### src/rtl/sat_counter.sv
// Saturating up-counter with synchronous clear. Clear wins over
// increment; at the all-ones value further increments are ignored.
module sat_counter #(
  parameter int WIDTH = 8
) (
  input  logic             clock,
  input  logic             reset,
  input  logic             clr,
  input  logic             inc,
  output logic [WIDTH-1:0] count
);

  localparam logic [WIDTH-1:0] MAX_COUNT = {WIDTH{1'b1}};

  logic [WIDTH-1:0] r_count;
  logic             w_at_max;

  assign w_at_max = (r_count == MAX_COUNT);
  assign count    = r_count;

  // Count register: async reset, sync clear, increment unless saturated.
  always_ff @(posedge clock or posedge reset) begin
    if (reset) begin
      r_count <= '0;
    end else if (clr) begin
      r_count <= '0;
    end else if (inc && !w_at_max) begin
      r_count <= r_count + {{(WIDTH-1){1'b0}}, 1'b1};
    end
  end

endmodule

### config.mk
export PLATFORM = sky130hd
export DESIGN_NAME = sat_counter
export DESIGN_NICKNAME = d
export VERILOG_FILES = /design/src/rtl/sat_counter.sv
export SDC_FILE = /design/constraint.sdc
export NUM_CORES = 1
export LEC_CHECK = 0
export ABC_AREA = 1
export BUFFER_PORTS_ARGS = -buffer_cell sky130_fd_sc_hd__buf_2
export CORE_AREA = 8 8 45 47
export DETAILED_ROUTE_END_ITERATION = 8
export DIE_AREA = 0 0 53 55
export PLACE_DENSITY = 0.67
export SLEW_MARGIN = 20
export SYNTH_ARGS = -nofsm -noshare
export SYNTH_HDL_FRONTEND = slang
export SYNTH_SLANG_ARGS = --single-unit
### constraint.sdc
create_clock -name clock -period 1.38 [get_ports clock]
set_input_delay 0.345 -clock clock [delete_from_list [all_inputs] [get_ports clock]]
set_output_delay 0.345 -clock clock [all_outputs]
set_load 0.005 [all_outputs]
==> metrics.cfg <==
[clocking]
cts_inserted_buffers = 3
clk_pin_slew_ps = 60
h-tree-depth = 1
clockRootBuffer = clkbuf_4
ctsHoldBuffers = 0
clockBufferDepth = 2
clock_latency_ps = 270
clkSinkCount = 8
cts_tree = done

[placement]
hpwl_um = 859.4
pre_cts_slack_ps = 9.245
dpl_cell_area_um2 = 564.3
place.gp.congestion = 0.8670
numPortBuffers = 11

[critical_path]
worstPathRequired_ps = 1590
cp-endpoint = count[3]
arrival_ps = 1520
r2r_end = count[3]
r2r_slack_ps = 70
startpoint = count[0]
slowest_delay_ps = 400
worstPathCellList = ha_2 > nand2_2 > nor2_4 > nand2_1 > nand2_2 > nand2_4 > inv_4 > nand2_1 > nand2_1
reg2reg_from = count[0]
end_kind = flop
cp_max_fo = 6
cp_common_cell = nand2_1
rr_worst_depth = 9
slowest_stage = dfrtp_1
critPathKind = flop to flop
start_kind = flop

[logic_synthesis]
seq_area_frac_synth_pct = 41.56
synth_cell_type_count = 16
avgSynthCellArea_um2 = 7.084
ys_seq_elements = 8
syn_inst = 68
syn-cell-area_um2 = 481.7
yosysWarnings = 0
syn_nets = 73

[die]
start_util_pct = 34.81
coreArea_mm2 = 0.001384
rows = 14
io-pin-count = 12
die_w_um = 53
die_area_mm2 = 0.002915
die_h_um = 55

[timing]
setup_violations = 0
hold_viol = 0
fin_setup_tns_ps = 0
drv_slew = 0
worst_pin_slew_ps = 316.7
max_freq_mhz = 761.0
clock_skew_ps = 0.6993
relSlewSlack_pct = 78.86
post-route-period-util_pct = 95.22
post-route-min-period_ps = 1314
setup_ws_ps = 65.94

[global_route]
grt.total_usage_pct = 8.921
grt_max_degree = 9
grt_first_pass_wirelength_mm = 1.807
grt_antenna_before_repair = 0
first_global_vias = 451
overflow = 0

[drt]
drt_iter0_markers = 11
detail_route.vias_per_cell = 4.788
vias = 474
post_drt_wl_per_cell_um = 11.74
antenna_left = 0
drc_errors = 0
dr.pass1.iters = 4
drt-total-wl_mm = 1.162

[min_path]
hold_class = input pin to async pin

[power]
p_leak_nw = 0.3279
vdd_drop_max_mv = 0.3977
p_per_area_mw_per_mm2 = 823.0

[layout]
seqCellArea_um2 = 200.2
final_cell_mix = nand2_1 (19), buf_2 (11), inv_1 (10)
fin_area_um2 = 599.3
multi_input_area_um2 = 250.2
fillCellCount = 146
fin_util_pct = 43.31
nets = 90
final_common_cell = nand2_1
largest_reg_flops = 8
num_antenna_cells = 0
syn2layout_area_growth_pct = 24.42
drive_gt1_share_pct = 27.71

[job]
maxCapViolCount = 0

[outcome]
status = finished clean

-- routing by layer --
metal	vias to the layer above	part of all wire, %	global-route usage (%)	routed length (um)
met4	0	3.2	9.052	37
met2	12	49	13.67	565
li1	246	-	-	-
met1	211	43	9.161	499
met5	-	0	0	0
met3	5	5.1	3.209	59
-- how the worst min path moves through the flow --
stage | from | cells past startpoint | end
floorplan | reset | 1 | count[0]
global placement | reset | 2 | count[1]
detailed placement | reset | 2 | count[1]
CTS | reset | 2 | count[7]
global route | reset | 2 | count[1]
finish | reset | 2 | count[7]
-- cells by family (layout without fill, tap and decap cells) --
| group | Yosys count | count (layout) | share of synthesized area, % |
|---|---|---|---|
| and+or+nand+nor | 37 | 37 | 34.55 |
| xor gates and xnor gates | 1 | 1 | 1.819 |
| DFF | 8 | 8 | 41.56 |
| buffers and inverters | 11 | 26 | 8.831 |
| AOI/OAI and AO/OA | 10 | 10 | 10.65 |
| adders and majority gates | 1 | 1 | 2.597 |
-- timing repair --
action / CTS / global route
setup buffers: 0 / 0
setup endpoints to repair: 2 / 5
gates resized for setup: 1 / 3
cloned: 0 / 0
-- metrics by stage --
step | instances | power (W) | hold WS (ps)
after CTS | 99 | 0.0004932 | 32.67
after global routing | 99 | 0.0005127 | 46.88
after global placement | 96 | 0.0003017 | 311.5
after floorplan | 68 | 0.0002781 | 160.7
after detailed placement | 96 | 0.0003005 | 315.8
final | 99 | 0.0004933 | 12.46
-- power breakdown --
part	total, W	switching, W	internal, W
registers	0.000245	0.00000527	0.000240
logic	0.0000522	0.0000325	0.0000197
clock network	0.000196	0.0000953	0.000101
-- final cells by class --
type                    instances  share of cell area, %
multi-input cells              49                  41.75
clock buffers                   3                  3.758
flip-flops and latches          8                  33.40
repair buffers                 12                  10.44
inverters                      11                  7.307
well taps                      16                  3.340
-- cells in the mapped netlist (all sizes together) --
cell type	instances	share of area [%]
dfrtp	8	42
nor2	7	6.0
o22ai	1	1.3
xor2	1	1.8
inv	10	7.8
nand4	1	1.3
clkinv	1	1.0
a21oi	5	5.2
nand3	6	6.2
o21ai	4	4.2
ha	1	2.6
nand2	23	21
-- worst max-delay path: cells and delay by family, from the launching register on --
family                     cells  cell delay, ps
adders and majority gates      1             200
buffers and inverters          1              80
DFF                            1             400
and+or+nand+nor                7             580
No activity file was read; power rests on OpenSTA's default activity.
